File: src/rtl/i2c_pkg.sv
// i2c_pkg: widths and FSM state encoding shared by the I2C target and master.
package i2c_pkg;
   localparam int ADDR_W = 7;
   localparam int DATA_W = 8;
   typedef enum logic [2:0] {IDLE, ADDR, ADDR_ACK, DATA, DATA_ACK, IGNORE} i2c_state_e;
endpackage

File: src/rtl/i2c_bus_sync.sv
// i2c_bus_sync: synchronises SCL/SDA into clk and flags SCL edges and START/STOP conditions.
module i2c_bus_sync #(
   parameter int SYNC_STAGES = 2
) (
   input  logic clk,
   input  logic rst,
   input  logic scl,
   input  logic sda_in,
   output logic sda_s,
   output logic scl_rise,
   output logic scl_fall,
   output logic start_evt,
   output logic stop_evt
);
   logic [SYNC_STAGES-1:0] scl_sync_q, scl_sync_d, sda_sync_q, sda_sync_d;
   logic scl_s, scl_q, sda_q;
   always_comb begin
      scl_sync_d = {scl_sync_q[SYNC_STAGES-2:0], scl};
      sda_sync_d = {sda_sync_q[SYNC_STAGES-2:0], sda_in};
      scl_s      = scl_sync_q[SYNC_STAGES-1];
      sda_s      = sda_sync_q[SYNC_STAGES-1];
      scl_rise   = scl_s & ~scl_q;
      scl_fall   = ~scl_s & scl_q;
      start_evt  = scl_s & scl_q & sda_q & ~sda_s;
      stop_evt   = scl_s & scl_q & ~sda_q & sda_s;
   end
   // Flops reset high so an idle bus produces no spurious edges after reset.
   always_ff @(posedge clk or posedge rst) begin
      if (rst) begin
         scl_sync_q <= '1;
         sda_sync_q <= '1;
         scl_q      <= 1'b1;
         sda_q      <= 1'b1;
      end else begin
         scl_sync_q <= scl_sync_d;
         sda_sync_q <= sda_sync_d;
         scl_q      <= scl_s;
         sda_q      <= sda_s;
      end
   end
endmodule

File: src/rtl/i2c_slave_rx.sv
// i2c_slave_rx: write-only I2C target; matches a 7-bit address, ACKs and delivers each data byte.
module i2c_slave_rx
   import i2c_pkg::*;
#(
   parameter logic [ADDR_W-1:0] SLAVE_ADDR  = 7'h50,
   parameter int                SYNC_STAGES = 2
) (
   input  logic              clk,
   input  logic              rst,
   input  logic              scl,
   input  logic              sda_in,
   output logic              sda_pull_low,
   output logic [DATA_W-1:0] rx_data,
   output logic              rx_valid,
   output logic              addr_match,
   output logic              busy,
   output logic              frame_done
);
   logic sda_s, scl_rise, scl_fall, start_evt, stop_evt;
   i2c_state_e state_q, state_d;
   logic [DATA_W-1:0] shift_q, shift_d, rx_data_q, rx_data_d;
   logic [2:0] bit_cnt_q, bit_cnt_d;
   logic pull_q, pull_d, match_q, match_d, busy_q, busy_d, got_q, got_d;
   logic rx_valid_q, rx_valid_d, frame_done_q, frame_done_d;

   i2c_bus_sync #(.SYNC_STAGES(SYNC_STAGES)) u_sync (
      .clk(clk), .rst(rst), .scl(scl), .sda_in(sda_in), .sda_s(sda_s),
      .scl_rise(scl_rise), .scl_fall(scl_fall), .start_evt(start_evt), .stop_evt(stop_evt)
   );

   always_comb begin
      state_d      = state_q;
      shift_d      = shift_q;
      bit_cnt_d    = bit_cnt_q;
      pull_d       = pull_q;
      match_d      = match_q;
      busy_d       = busy_q;
      got_d        = got_q;
      rx_data_d    = rx_data_q;
      rx_valid_d   = 1'b0;
      frame_done_d = 1'b0;
      if (start_evt || stop_evt) begin
         state_d      = start_evt ? ADDR : IDLE;
         busy_d       = start_evt;
         bit_cnt_d    = 3'd6;
         shift_d      = '0;
         pull_d       = 1'b0;
         match_d      = 1'b0;
         got_d        = 1'b0;
         frame_done_d = stop_evt & got_q;
      end else begin
         case (state_q)
            ADDR: if (scl_rise) begin
               shift_d   = {shift_q[DATA_W-2:0], sda_s};
               bit_cnt_d = bit_cnt_q - 3'd1;
               if (bit_cnt_q == 3'd0) state_d = ADDR_ACK;
            end
            // pull_q doubles as the ACK-phase marker: first fall drives, second releases.
            ADDR_ACK: if (scl_fall) begin
               if (pull_q) begin
                  pull_d    = 1'b0;
                  bit_cnt_d = 3'd7;
                  state_d   = DATA;
               end else if (shift_q[ADDR_W-1:0] == SLAVE_ADDR) begin
                  pull_d  = 1'b1;
                  match_d = 1'b1;
               end else begin
                  state_d = IGNORE;
               end
            end
            DATA: if (scl_rise) begin
               shift_d   = {shift_q[DATA_W-2:0], sda_s};
               bit_cnt_d = bit_cnt_q - 3'd1;
               if (bit_cnt_q == 3'd0) begin
                  rx_data_d  = shift_d;
                  rx_valid_d = 1'b1;
                  got_d      = 1'b1;
                  state_d    = DATA_ACK;
               end
            end
            DATA_ACK: if (scl_fall) begin
               pull_d = ~pull_q;
               if (pull_q) begin
                  bit_cnt_d = 3'd7;
                  state_d   = DATA;
               end
            end
            default: ;
         endcase
      end
   end

   always_ff @(posedge clk or posedge rst) begin
      if (rst) begin
         state_q      <= IDLE;
         shift_q      <= '0;
         bit_cnt_q    <= '0;
         pull_q       <= 1'b0;
         match_q      <= 1'b0;
         busy_q       <= 1'b0;
         got_q        <= 1'b0;
         rx_data_q    <= '0;
         rx_valid_q   <= 1'b0;
         frame_done_q <= 1'b0;
      end else begin
         state_q      <= state_d;
         shift_q      <= shift_d;
         bit_cnt_q    <= bit_cnt_d;
         pull_q       <= pull_d;
         match_q      <= match_d;
         busy_q       <= busy_d;
         got_q        <= got_d;
         rx_data_q    <= rx_data_d;
         rx_valid_q   <= rx_valid_d;
         frame_done_q <= frame_done_d;
      end
   end

   assign sda_pull_low = pull_q;
   assign rx_data      = rx_data_q;
   assign rx_valid     = rx_valid_q;
   assign addr_match   = match_q;
   assign busy         = busy_q;
   assign frame_done   = frame_done_q;
endmodule

File: config.mk
export PLATFORM = sky130hd
export DESIGN_NAME = i2c_slave_rx
export DESIGN_NICKNAME = d
export VERILOG_FILES = /design/src/rtl/i2c_pkg.sv /design/src/rtl/i2c_bus_sync.sv /design/src/rtl/i2c_slave_rx.sv
export SDC_FILE = /design/constraint.sdc
export NUM_CORES = 1
export LEC_CHECK = 0
export BUFFER_PORTS_ARGS = -buffer_cell sky130_fd_sc_hd__buf_2
export CAP_MARGIN = 10
export CORE_ASPECT_RATIO = 1.1
export CORE_MARGIN = 2
export CORE_UTILIZATION = 45
export DETAILED_ROUTE_END_ITERATION = 12
export PLACE_DENSITY = 0.61
export SETUP_SLACK_MARGIN = 0.5
export SYNTH_ARGS = -nofsm -noshare
export SYNTH_HDL_FRONTEND = slang
export SYNTH_SLANG_ARGS = --single-unit
File: constraint.sdc
create_clock -name clk -period 2.01 [get_ports clk]
set_input_delay 0.1005 -clock clk [delete_from_list [all_inputs] [get_ports clk]]
set_output_delay 0.1005 -clock clk [all_outputs]
set_load 0.05 [all_outputs]
==> results.toml <==
[clock_network]
cts.sinks = 33
htree_levels = 2
root_buffer = "clkbuf_4"
path_clk_slew_ns = 0.09
cts_made_buffers = 5
clk_path_buf_depth = 2
cts_tree = "built"
insertion_delay_ns = 0.33

[pwr]
peakVddDrop_mv = 0.469
leakagePower_uw = 0.000946
power_density_nw_per_um2 = 871

[cells_and_area]
area_growth_pct = 30.8
ff_latch_area_um2 = 837
drive_gt1_frac = 0.461
diodes = 0
post-route-cell-area_um2 = 1990
n_fill_cell = 279
multi_input_area_um2 = 739
fin_nets = 183

[place]
dpl.hpwl_um = 1920
place_area_um2 = 1630
gp_congestion = 0.870
port-buffer-count = 16

[synthesis]
synth_compound_area_frac = 0.140
synthCells = 134
ys_async_sr_fraction = 1.00
syn_area_um2 = 1520
syn_nets = 140
yosysSeqAreaShare = 0.547
synthXorXnorAreaFrac = 0.0271
synth_edf_count = 0
synth_flop_cell = "dfrtp_1"
synthAdderAreaFrac = 0.0164
yosysWarningCount = 0
ys_seq_elements = 33
synth_simple_gate_area_frac = 0.161
synth_top_family_by_area = "simple AND/OR/NAND/NOR gates"
synthMuxAreaShare = 0.0592
synth.distinct_cells = 41
syn-mean-instance-area_um2 = 11.4

[grt]
grt_max_degree = 34
antenna_found_initial = 0
track_usage = 0.184
grt_pass1_wl_um = 5290
grt_pass1_vias = 1157
gr-total-overflow = 0

[die]
io_pins = 17
chipHeight_um = 65.0
fp.coreArea_um2 = 3280
dieArea_um2 = 3870
initial_core_util = 0.465
die_x_um = 59.5
rows = 22

[job]
maxCapViolCount = 0

[timing]
fin_hold_ws_ns = 0.359
clock_skew_ns = 0.0116
fmax_mhz = 616
slew_violations = 0
hold_violations = 0
fin_tns_setup_ns = 0
rsz0062_at_grt = "yes"
timing.final.crit_period_ns = 1.62
fin_crit_sh = 0.808
tightest_slew_ns = 0.400
relSlewSlack = 0.733
finalSetupViolCount = 0

[route]
first_pass_iters = 4
drc = 0
wl_per_cell_um = 15.2
ant_nets = 0
post_drt_via_cell_ratio = 5.61
drt-total-wl_um = 3250
vias = 1201
drtIter0Drc = 56

[hold_path]
min_path_type = "flip-flop to flip-flop"

[run_status]
status = "finished, final reports clean"

[worst_setup_path]
setup.worst_path.class = "flip-flop to flip-flop"
crit_fanout = 7
crit_arrival_ns = 1.83
worstPathRequired_ns = 2.22
worst_setup_path_end_kind = "flip-flop"
setup.worst_path.start_class = "flip-flop"
## logic make-up after synthesis
| logic type | count (synthesis) |
|---|---|
| AOI/OAI and AO/OA | 31 |
| xor gates and xnor gates | 3 |
| muxes | 8 |
| DFF | 33 |
| adders and majority gates | 2 |
| buffers and inverters | 15 |
| and+or+nand+nor | 42 |
## placed cells by master, fill, tap and decap left out, types with 3 or more instances in the layout
cell type	count
clkbuf_4	5
buf_6	3
buf_4	19
nand2_1	14
buf_2	16
mux2_2	8
dfrtp_2	3
inv_1	9
nor2_1	6
dfstp_2	6
dlygate4sd3_1	3
o21ai_0	4
dfrtp_1	24
a21oi_1	9
## registers in the layout, summed over array words and instances, names as in the netlist, 2 cells and up
| name | cells |
|---|---|
| shift_q | 7 |
| state_q | 3 |
| bit_cnt_q | 3 |
| u_sync.sda_sync_q | 2 |
| rx_data | 8 |
| u_sync.scl_sync_q | 2 |
## cells in the mapped netlist, types with 2 or more instances
master	n	share of area
nor4_1	2	0.0082
ha_1	2	0.016
a31oi_1	2	0.0082
o22ai_1	2	0.0082
o21ai_0	6	0.020
nor2_1	7	0.017
o32ai_1	2	0.012
buf_2	3	0.0099
nand2_1	15	0.037
dfstp_2	6	0.10
inv_1	9	0.022
a211oi_1	2	0.0099
dfrtp_1	27	0.44
nor3_1	4	0.013
and4bb_2	2	0.016
a21oi_1	9	0.030
buf_4	2	0.0099
xnor2_2	2	0.021
mux2_2	8	0.059
## metrics by stage
step	utilization	power (uW)	instances	setup WS, ns
2_1_floorplan	-	1180	134	0.503
3_3_place_gp	0.499	1240	183	0.365
3_5_place_dp	0.499	1250	183	0.324
4_1_cts	0.581	1710	206	0.430
5_1_grt	0.608	1850	214	0.336
6_report	0.608	1740	214	0.386
## power breakdown
group / internal [uW] / switching (uW) / leakage, uW
Clock: 136 / 205 / 0.0000293
Combinational: 228 / 268 / 0.000501
Sequential: 757 / 142 / 0.000416
Total: 1120 / 615 / 0.000946
## area by class of cell
| type | count | area share |
|---|---|---|
| Sequential cell | 33 | 0.420 |
| Multi-Input combinational cell | 87 | 0.371 |
| Timing Repair Buffer | 41 | 0.144 |
| Clock buffer | 7 | 0.0226 |
| Tap cell | 36 | 0.0226 |
| Inverter | 9 | 0.0170 |
| Clock inverter | 1 | 0.00251 |
## what timing repair did
action / CTS / global route
buffers inserted: 12 / 7
hold buffers: 3 / 0
endpoints found under the setup margin: 20 / 20
endpoints found under the hold margin: 29 / 0
pin swaps: 7 / 8
resized for setup: 19 / 7
gates cloned: 0 / 1
## per-layer routing
layer / track usage / vias to the layer above / wire [um]
li1: - / 569 / -
met1: 0.225 / 589 / 1350
met2: 0.309 / 33 / 1720
met3: 0.0539 / 10 / 126
met4: 0.0511 / 0 / 61
met5: 0 / - / 0
## critical path, stage by stage, from the launching register on
cell and delay, ns:
dfstp_2 0.60, buf_4 0.14, and4bb_4 0.26, nand4_4 0.10, buf_6 0.15, mux2_2 0.26
## worst paths after layout
path                                      start                   end  slack (ns)  cells after the start
min reg2reg                u_sync.scl_sync_q[0]  u_sync.scl_sync_q[1]        0.36                      0
max reg2reg                u_sync.scl_sync_q[1]            rx_data[6]        0.39                      5
min in group asynchronous                   rst            shift_q[2]        0.39                      4
min                        u_sync.scl_sync_q[0]  u_sync.scl_sync_q[1]        0.36                      0
max in group asynchronous                   rst          u_sync.scl_q        1.29                      4
max                        u_sync.scl_sync_q[1]            rx_data[6]        0.39                      5
Note: power is estimated with default switching activity, not from simulation.
